### src/rtl/alu_seq_ctrl_if.sv
// Front-end request/response bundle for alu_seq_ctrl.
//   master : instruction front end (drives req_*, receives rsp_* / jump_*)
//   slave  : sequencer (receives req_*, drives req_ready, rsp_* / jump_*)
// Signals:
//   req_valid/req_ready  handshake, one op accepted per transfer
//   req_op/req_mode      opcode and full(1)/half(0) word select
//   req_a/req_b          operands; req_a doubles as jump target and LSR/XSR value
//   rsp_valid            one-cycle pulse qualifying rsp_c/rsp_c2/jump_*
//   rsp_c/rsp_c2         masked ALU results
//   jump_taken/target    flow-op resolution
interface alu_seq_ctrl_if #(
    parameter int WIDTH = 20,
    parameter int OPW   = 5
);
    logic             req_valid;
    logic             req_ready;
    logic [OPW-1:0]   req_op;
    logic             req_mode;
    logic [WIDTH-1:0] req_a;
    logic [WIDTH-1:0] req_b;
    logic             rsp_valid;
    logic [WIDTH-1:0] rsp_c;
    logic [WIDTH-1:0] rsp_c2;
    logic             jump_taken;
    logic [WIDTH-1:0] jump_target;

    modport master (
        output req_valid, req_op, req_mode, req_a, req_b,
        input  req_ready, rsp_valid, rsp_c, rsp_c2, jump_taken, jump_target
    );

    modport slave (
        input  req_valid, req_op, req_mode, req_a, req_b,
        output req_ready, rsp_valid, rsp_c, rsp_c2, jump_taken, jump_target
    );
endinterface

### src/rtl/alu_seq_ctrl.sv
// Sequencer between the instruction front end and a combinational ALU.
// Accepts one op per handshake, drives the ALU from registered operands,
// captures the result, maintains the {C,S,Z} status register, resolves
// flow ops and parks in TRAP until trap_clr.
// Ports:
//   clk, rst_n        clock (rising edge), async active-low reset
//   bus (slave)       request/response bundle, see alu_seq_ctrl_if
//   alu_op/mode/a/b   registered op and operands to the ALU
//   alu_cin           status C, carry-in for ADC/SBC
//   alu_c/alu_c2      ALU results
//   alu_zero/sign/carry  ALU flags
//   status            {C,S,Z}
//   trap, trap_clr    trap indication / release
//
// state | meaning
// ------+-----------------------------------------------------
// IDLE  | req_ready=1, waiting for a request
// EXEC  | ALU inputs stable; result and status captured at edge
// WB    | rsp_valid pulse; trap ops/illegal head to TRAP
// TRAP  | trap=1, wait for trap_clr
module alu_seq_ctrl #(
    parameter int WIDTH = 20,
    parameter int HALF  = 10,
    parameter int OPW   = 5
) (
    input  logic              clk,
    input  logic              rst_n,
    alu_seq_ctrl_if.slave     bus,
    output logic [OPW-1:0]    alu_op,
    output logic              alu_mode,
    output logic [WIDTH-1:0]  alu_a,
    output logic [WIDTH-1:0]  alu_b,
    output logic              alu_cin,
    input  logic [WIDTH-1:0]  alu_c,
    input  logic [WIDTH-1:0]  alu_c2,
    input  logic              alu_zero,
    input  logic              alu_sign,
    input  logic              alu_carry,
    output logic [2:0]        status,
    output logic              trap,
    input  logic              trap_clr
);

    typedef enum logic [1:0] {S_IDLE, S_EXEC, S_WB, S_TRAP} state_t;

    localparam logic [OPW-1:0] OP_TRAP = OPW'(0);
    localparam logic [OPW-1:0] OP_JMP  = OPW'(2);
    localparam logic [OPW-1:0] OP_JZ   = OPW'(3);
    localparam logic [OPW-1:0] OP_JS   = OPW'(4);
    localparam logic [OPW-1:0] OP_JZS  = OPW'(5);
    localparam logic [OPW-1:0] OP_LSR  = OPW'(6);
    localparam logic [OPW-1:0] OP_XSR  = OPW'(7);
    localparam logic [OPW-1:0] OP_NOT  = OPW'(8);
    localparam logic [OPW-1:0] OP_XOR  = OPW'(11);
    localparam logic [OPW-1:0] OP_SHR  = OPW'(12);
    localparam logic [OPW-1:0] OP_SHL  = OPW'(13);
    localparam logic [OPW-1:0] OP_INC  = OPW'(17);
    localparam logic [OPW-1:0] OP_SBC  = OPW'(22);
    localparam logic [OPW-1:0] OP_EQ   = OPW'(23);
    localparam logic [OPW-1:0] OP_LE   = OPW'(27);
    localparam logic [OPW-1:0] OP_ILL  = OPW'(28);

    localparam logic [WIDTH-1:0] HALF_MASK = {{(WIDTH-HALF){1'b0}}, {HALF{1'b1}}};

    state_t           state_q, state_d;
    logic [OPW-1:0]   op_q;
    logic             mode_q;
    logic [WIDTH-1:0] a_q, b_q;
    logic [WIDTH-1:0] c_q, c2_q;
    logic             jump_q, jump_d;
    logic [2:0]       status_q, status_d;
    logic [WIDTH-1:0] res_mask;
    logic             accept;
    logic             op_is_trap;

    assign accept     = bus.req_valid && (state_q == S_IDLE);
    assign op_is_trap = (op_q == OP_TRAP) || (op_q >= OP_ILL);
    assign res_mask   = mode_q ? {WIDTH{1'b1}} : HALF_MASK;

    // State register
    always_ff @(posedge clk or negedge rst_n) begin
        if (!rst_n) state_q <= S_IDLE;
        else        state_q <= state_d;
    end

    // Next-state logic
    always_comb begin
        state_d = state_q;
        case (state_q)
            S_IDLE: if (bus.req_valid) state_d = S_EXEC;
            S_EXEC: state_d = S_WB;
            S_WB:   state_d = op_is_trap ? S_TRAP : S_IDLE;
            S_TRAP: if (trap_clr) state_d = S_IDLE;
            default: state_d = S_IDLE;
        endcase
    end

    // Output logic
    always_comb begin
        bus.req_ready = (state_q == S_IDLE);
        bus.rsp_valid = (state_q == S_WB);
        trap          = (state_q == S_TRAP);
    end

    // Status update; flags the op class does not touch keep their value.
    // status = {C,S,Z}
    always_comb begin
        status_d = status_q;
        if (op_q >= OP_NOT && op_q <= OP_XOR) begin
            status_d[0] = alu_zero;
        end else if (op_q == OP_SHR || op_q == OP_SHL) begin
            status_d[0] = alu_zero;
            status_d[2] = alu_carry;
        end else if (op_q >= OP_INC && op_q <= OP_SBC) begin
            status_d = {alu_carry, alu_sign, alu_zero};
        end else if (op_q >= OP_EQ && op_q <= OP_LE) begin
            status_d[0] = alu_zero;
            status_d[1] = alu_sign;
        end else if (op_q == OP_LSR) begin
            status_d = a_q[2:0];
        end else if (op_q == OP_XSR) begin
            status_d = status_q ^ a_q[2:0];
        end
    end

    // Jumps look at status_q, i.e. the flags left by the previous op.
    always_comb begin
        case (op_q)
            OP_JMP:  jump_d = 1'b1;
            OP_JZ:   jump_d = status_q[0];
            OP_JS:   jump_d = status_q[1];
            OP_JZS:  jump_d = status_q[0] | status_q[1];
            default: jump_d = 1'b0;
        endcase
    end

    always_ff @(posedge clk or negedge rst_n) begin
        if (!rst_n) begin
            op_q     <= '0;
            mode_q   <= 1'b0;
            a_q      <= '0;
            b_q      <= '0;
            c_q      <= '0;
            c2_q     <= '0;
            jump_q   <= 1'b0;
            status_q <= 3'b000;
        end else begin
            if (accept) begin
                op_q   <= bus.req_op;
                mode_q <= bus.req_mode;
                a_q    <= bus.req_a;
                b_q    <= bus.req_b;
            end
            if (state_q == S_EXEC) begin
                c_q      <= alu_c & res_mask;
                c2_q     <= alu_c2 & res_mask;
                jump_q   <= jump_d;
                status_q <= status_d;
            end
        end
    end

    assign alu_op          = op_q;
    assign alu_mode        = mode_q;
    assign alu_a           = a_q;
    assign alu_b           = b_q;
    assign alu_cin         = status_q[2];
    assign status          = status_q;
    assign bus.rsp_c       = c_q;
    assign bus.rsp_c2      = c2_q;
    assign bus.jump_taken  = jump_q;
    assign bus.jump_target = a_q;

endmodule
### src/flat_wrapper.sv
// flat-port wrapper written by rule: the top's interface ports become plain ports
module alu_seq_ctrl_flat 
#(
    parameter int WIDTH = 20,
    parameter int HALF  = 10,
    parameter int OPW   = 5
)
  (clk, rst_n, alu_op, alu_mode, alu_a, alu_b, alu_cin, alu_c, alu_c2, alu_zero, alu_sign, alu_carry, status, trap, trap_clr, bus_req_valid, bus_req_op, bus_req_mode, bus_req_a, bus_req_b, bus_req_ready, bus_rsp_valid, bus_rsp_c, bus_rsp_c2, bus_jump_taken, bus_jump_target);
  alu_seq_ctrl_if #(.WIDTH(WIDTH), .OPW(OPW)) bus_i ();
  input  logic clk;
  input  logic rst_n;
  output logic [OPW-1:0] alu_op;
  output logic alu_mode;
  output logic [WIDTH-1:0] alu_a;
  output logic [WIDTH-1:0] alu_b;
  output logic alu_cin;
  input  logic [WIDTH-1:0] alu_c;
  input  logic [WIDTH-1:0] alu_c2;
  input  logic alu_zero;
  input  logic alu_sign;
  input  logic alu_carry;
  output logic [2:0] status;
  output logic trap;
  input  logic trap_clr;
  input wire logic [$bits(bus_i.req_valid)-1:0] bus_req_valid;
  input wire logic [$bits(bus_i.req_op)-1:0] bus_req_op;
  input wire logic [$bits(bus_i.req_mode)-1:0] bus_req_mode;
  input wire logic [$bits(bus_i.req_a)-1:0] bus_req_a;
  input wire logic [$bits(bus_i.req_b)-1:0] bus_req_b;
  output wire logic [$bits(bus_i.req_ready)-1:0] bus_req_ready;
  output wire logic [$bits(bus_i.rsp_valid)-1:0] bus_rsp_valid;
  output wire logic [$bits(bus_i.rsp_c)-1:0] bus_rsp_c;
  output wire logic [$bits(bus_i.rsp_c2)-1:0] bus_rsp_c2;
  output wire logic [$bits(bus_i.jump_taken)-1:0] bus_jump_taken;
  output wire logic [$bits(bus_i.jump_target)-1:0] bus_jump_target;
  assign bus_i.req_valid = bus_req_valid;
  assign bus_i.req_op = bus_req_op;
  assign bus_i.req_mode = bus_req_mode;
  assign bus_i.req_a = bus_req_a;
  assign bus_i.req_b = bus_req_b;
  assign bus_req_ready = bus_i.req_ready;
  assign bus_rsp_valid = bus_i.rsp_valid;
  assign bus_rsp_c = bus_i.rsp_c;
  assign bus_rsp_c2 = bus_i.rsp_c2;
  assign bus_jump_taken = bus_i.jump_taken;
  assign bus_jump_target = bus_i.jump_target;
  alu_seq_ctrl #(.WIDTH(WIDTH), .HALF(HALF), .OPW(OPW)) u_core (.clk(clk), .rst_n(rst_n), .bus(bus_i), .alu_op(alu_op), .alu_mode(alu_mode), .alu_a(alu_a), .alu_b(alu_b), .alu_cin(alu_cin), .alu_c(alu_c), .alu_c2(alu_c2), .alu_zero(alu_zero), .alu_sign(alu_sign), .alu_carry(alu_carry), .status(status), .trap(trap), .trap_clr(trap_clr));
endmodule
### config.mk
export PLATFORM = sky130hd
export DESIGN_NAME = alu_seq_ctrl_flat
export DESIGN_NICKNAME = d
export VERILOG_FILES = /design/src/rtl/alu_seq_ctrl_if.sv /design/src/rtl/alu_seq_ctrl.sv /design/src/flat_wrapper.sv
export SDC_FILE = /design/constraint.sdc
export NUM_CORES = 1
export LEC_CHECK = 0
export ABC_AREA = 1
export CAP_MARGIN = 0
export CORE_UTILIZATION = 25
export CTS_BUF_LIST = sky130_fd_sc_hd__clkbuf_4 sky130_fd_sc_hd__clkbuf_8
export CTS_CLUSTER_SIZE = 14
export DETAILED_ROUTE_END_ITERATION = 12
export GPL_ROUTABILITY_DRIVEN = 0
export HOLD_SLACK_MARGIN = 0.08
export SYNTH_ARGS = -nofsm -noshare
export SYNTH_HDL_FRONTEND = slang
export SYNTH_SLANG_ARGS = --single-unit
### constraint.sdc
create_clock -name clk -period 3 [get_ports clk]
set_clock_uncertainty 0.1 [all_clocks]
set_input_delay 0.45 -clock clk [delete_from_list [all_inputs] [get_ports clk]]
set_output_delay 0.45 -clock clk [all_outputs]
set_load 0.1 [all_outputs]
* Yosys cells after proc, flatten, opt, wreduce, memory -nomap -nowiden *
Cells that the tools add are included.
W data, S select, Z words.

storage, ports and cells
  register bits after elaboration = 92
  input bits = 93
  output and inout bits = 114

cells by class
  order comparisons = 7
  equal/unequal tests = 14
  muxes and demuxes = 14
  bitwise logic cells = 6
  reduce and logical (&&, ||, !) cells = 15

operators by type and width
  cell                  number
  $and A20 B20 Y20      2
  $eq A5 B3 Y1 const B  4
  $mux W20              1
  $ge A5 B5 Y1 const B  3
  $eq A5 B2 Y1 const B  2
  $eq A5 B4 Y1 const B  2
  $le A5 B5 Y1 const B  2
  $mux W3               3
  $mux W2               4
  $pmux W2 S4           1
  $reduce_and A4 Y1     2
  $reduce_bool A4 Y1    2
  $reduce_bool A6 Y1    1
  $ge A5 B4 Y1 const B  1
  $le A5 B4 Y1 const B  1
  $logic_not A5 Y1      1
  $eq A2 B2 Y1 const B  2
  $logic_and A1 B1 Y1   4
  $mux W1               4
  $pmux W1 S4           1
  $reduce_and A2 Y1     2
  $ne A3 B1 Y1 const B  1
  $xor A3 B3 Y3         1
  $eq A2 B1 Y1 const B  1
  other kinds (6)       8

* Logic depth before layout (Yosys ltp) *
  depth in word-level cells = 7
  mapped depth = 10
  mapped depth without buffers = 10

* Least setup slack after synthesis *
Ideal clock, no wire load.

  path type = register -> output
  from = register u_core.state_q[1]
  to = output port bus_rsp_valid
  arrival time = 1779 ps
  path slack = 671 ps
  stages on the path, launching flop included = 3
  buffers on the path = 0
  cell sequence = dfrtp_1 inv_1 nor2_1

between the ends
  longest elaborated chain between the ends = 1

ends and longest elaborated chain
  element                   line                 source
  start: declaration        alu_seq_ctrl.sv:65   state_t state_q, state_d;
  start signal: assignment  alu_seq_ctrl.sv:83   else state_q <= state_d;
  $eq A2 B2 Y1              alu_seq_ctrl.sv:101  bus.rsp_valid = (state_q == S_WB);
  end: declaration          flat_wrapper.sv:31   output wire logic [$bits(bus_i.rsp_valid)-1:0] bus_rsp_valid;

Every way passes these cells.

* Worst setup path in the final report *
  from = register u_core.mode_q, in the netlist u_core.alu_mode
  to = output port alu_mode

RTL lines
  element                   line                 source
  start: declaration        alu_seq_ctrl.sv:67   logic mode_q;
  start signal: assignment  alu_seq_ctrl.sv:150  mode_q <= bus.req_mode;
  end: declaration          flat_wrapper.sv:13   output logic alu_mode;

No word-level cell between the ends.

==> impl_metrics.yaml <==
status:
  status: "finished clean"
floorplan:
  io-pin-count: 207
  coreArea_um2: 16000
  die-area_um2: 17100
  die_w_um: 131
  start_util_pct: 25.9
  dieHeight_um: 131
  num_rows: 46
critical_path:
  crit_family: "flip-flops"
  worst-path-buf-inv: 1
  cp-start-kind: "flip-flop"
  crit_fanout: 22
  cp.required_ns: 2.45
  max_stage_delay_ns: 0.85
  slowest_stage: "dfrtp_1"
  cp_data_arrival_time_ns: 1.64
  cp_cell_sequence: "buf_4"
  worstSetupEndpointType: "primary output"
  timing.setup.critical_path_class: "flip-flop to primary output"
synth:
  postSynthRegisterBits: 92
  synth_fp_nets: 476
  yosysUniqueCellTypes: 29
  syn-mean-instance-area_um2: 10.8
  synth_edf_count: 0
  yosys_warnings: 0
  ys.flop_type: "dfrtp_1"
  synth_seq_area_share_pct: 55.6
  async_reset_ff_share_pct: 100
  syn_inst: 383
  syn_area_um2: 4140
sta:
  maxSlewHeadroom_pct: 45.8
  fin_crit_sh_pct: 72.9
  fin_setup_tns_ns: 0
  worst_pin_slew_ns: 0.813
  hold_violations: 0
  fmax_ghz: 0.457
  slew_violations: 0
  rsz0062_at_grt: "no"
  finalSetupViolations: 0
  fin_crit_ns: 2.19
detailed_routing:
  first_iter_violations: 87
  routedWlPerCell_um: 14.0
  viasPerCell: 4.28
  totalWireLength_mm: 11.0
  antenna_left: 0
  via_count: 3377
  dr.pass1.iters: 4
  drc_errors: 0
final_layout:
  nFillCells: 1576
  syn_to_final_growth_pct: 49.7
  layout_commonest_cell: "nand2_1"
  final_layout_size_suffix_gt1_share_pct: 33.9
  diodes: 0
  layout.nets: 661
  mostFrequentLayoutCells: "nand2_1, buf_4, dfrtp_1"
global_route:
  antenna_found_initial: 0
  grt_first_pass_wirelength_mm: 16.9
  grt_pass1_vias: 3318
  grt_max_degree: 53
  grt-ovfl-total: 0
  grt_usage_pct: 13.0
clocking:
  cts-root-buf: "clkbuf_8"
  cts_tree: "built"
  postCtsSetupBuffers: 0
  numCtsBuffers: 9
  clock-sinks: 92
  clk_pin_slew_worst_paths_ns: 0.09
  clock_path_buffers: 2
  htreeDepth: 3
  clkLatencyLatePin_ns: 0.36
job:
  drv_cap: 0
worst_hold_path:
  hold_class: "flip-flop to flip-flop"
place:
  port_buffers: 206
  hpwl_mm: 8.05
kinds of logic (layout without fill, tap and decap cells):
group	after synthesis	after routing	share of synthesized area, %
buf+inv	49	239	7.34
flops	92	92	55.6
xor+xnor	3	3	0.635
compound gates	15	15	2.09
mux	41	41	14.7
simple gates	183	183	19.6
path summary, 6_finish.rpt:
kind,from,endpoint,slack (ns),cells after the start
max in group asynchronous,rst_n,u_core.bus.rsp_c2[12],1.62,3
min reg2reg,u_core.bus.rsp_c[7],u_core.bus.rsp_c[7],0.39,2
min in group asynchronous,rst_n,u_core.status[1],0.51,2
min,u_core.bus.rsp_c[7],u_core.bus.rsp_c[7],0.39,2
max,u_core.alu_mode,alu_mode,0.81,1
max reg2reg,u_core.state_q[1],u_core.alu_op[2],1.24,5
area by class of cell:
class	count	area, µm²	share of cell area [%]
timing repair buffer	210	1820	29.4
clock inverter	7	97.6	1.58
tap	216	270	4.36
clock buffer	9	124	2.00
sequential	92	2300	37.2
multi-input combinational	242	1530	24.8
inverter	13	48.8	0.788
repair_timing:
item                                    in CTS  in global routing
endpoints found under the setup margin       0                  0
gates resized for setup                      0                  0
hold endpoints to repair                    40                  0
hold buffers                                 1                  0
per-stage QoR:
step | instances | setup WS [ns] | util (%) | cell area, µm² | hold slack (ns)
after global routing | 789 | 0.705 | 38.7 | 6200 | 0.414
final | 789 | 0.813 | 38.7 | 6200 | 0.386
after CTS | 789 | 0.740 | 38.7 | 6200 | 0.391
after detailed placement | 772 | 0.787 | 37.3 | 5960 | 0.366
after global placement | 772 | 0.820 | 37.3 | 5960 | 0.356
after floorplan | 383 | 0.671 | - | 4140 | 0.0544
sequential cells by signal, summed over array words and instances, names as in the netlist:
| register | flops |
|---|---|
| u_core.alu_a | 20 |
| u_core.alu_b | 20 |
| u_core.alu_mode | 1 |
| u_core.alu_op | 5 |
| u_core.bus.jump_taken | 1 |
| u_core.bus.rsp_c | 20 |
| u_core.bus.rsp_c2 | 20 |
| u_core.state_q | 2 |
| u_core.status | 3 |
Yosys cell counts (2+ instances only):
cell type  instances  share of area (%)
inv_1              7               0.63
mux2_2             2               0.54
xor2_1             3               0.63
buf_6              4                1.1
buf_2              9                1.1
nand4_1            3               0.45
nor2_1            11                1.0
nand2_2            4               0.60
clkbuf_1           2               0.18
mux2_4            39                 14
dfrtp_1           92                 56
nand2_1          127                 12
o21ai_0            3               0.36
inv_2              6               0.54
a21oi_1            7               0.85
nor2_4             3               0.82
buf_4             21                3.8
nand3_1           29                3.5
per-layer routing:
metal / vias up / share of wire [%] / GRT usage [%]
li1: 1583 / - / -
met1: 1603 / 42 / 15.7
met2: 178 / 46 / 20.9
met3: 13 / 10 / 5.21
met4: 0 / 1.5 / 4.73
met5: - / 0 / 0
Power is not shown: default switching activity piles up to over one toggle a cycle in this logic, so the estimate is an artifact.
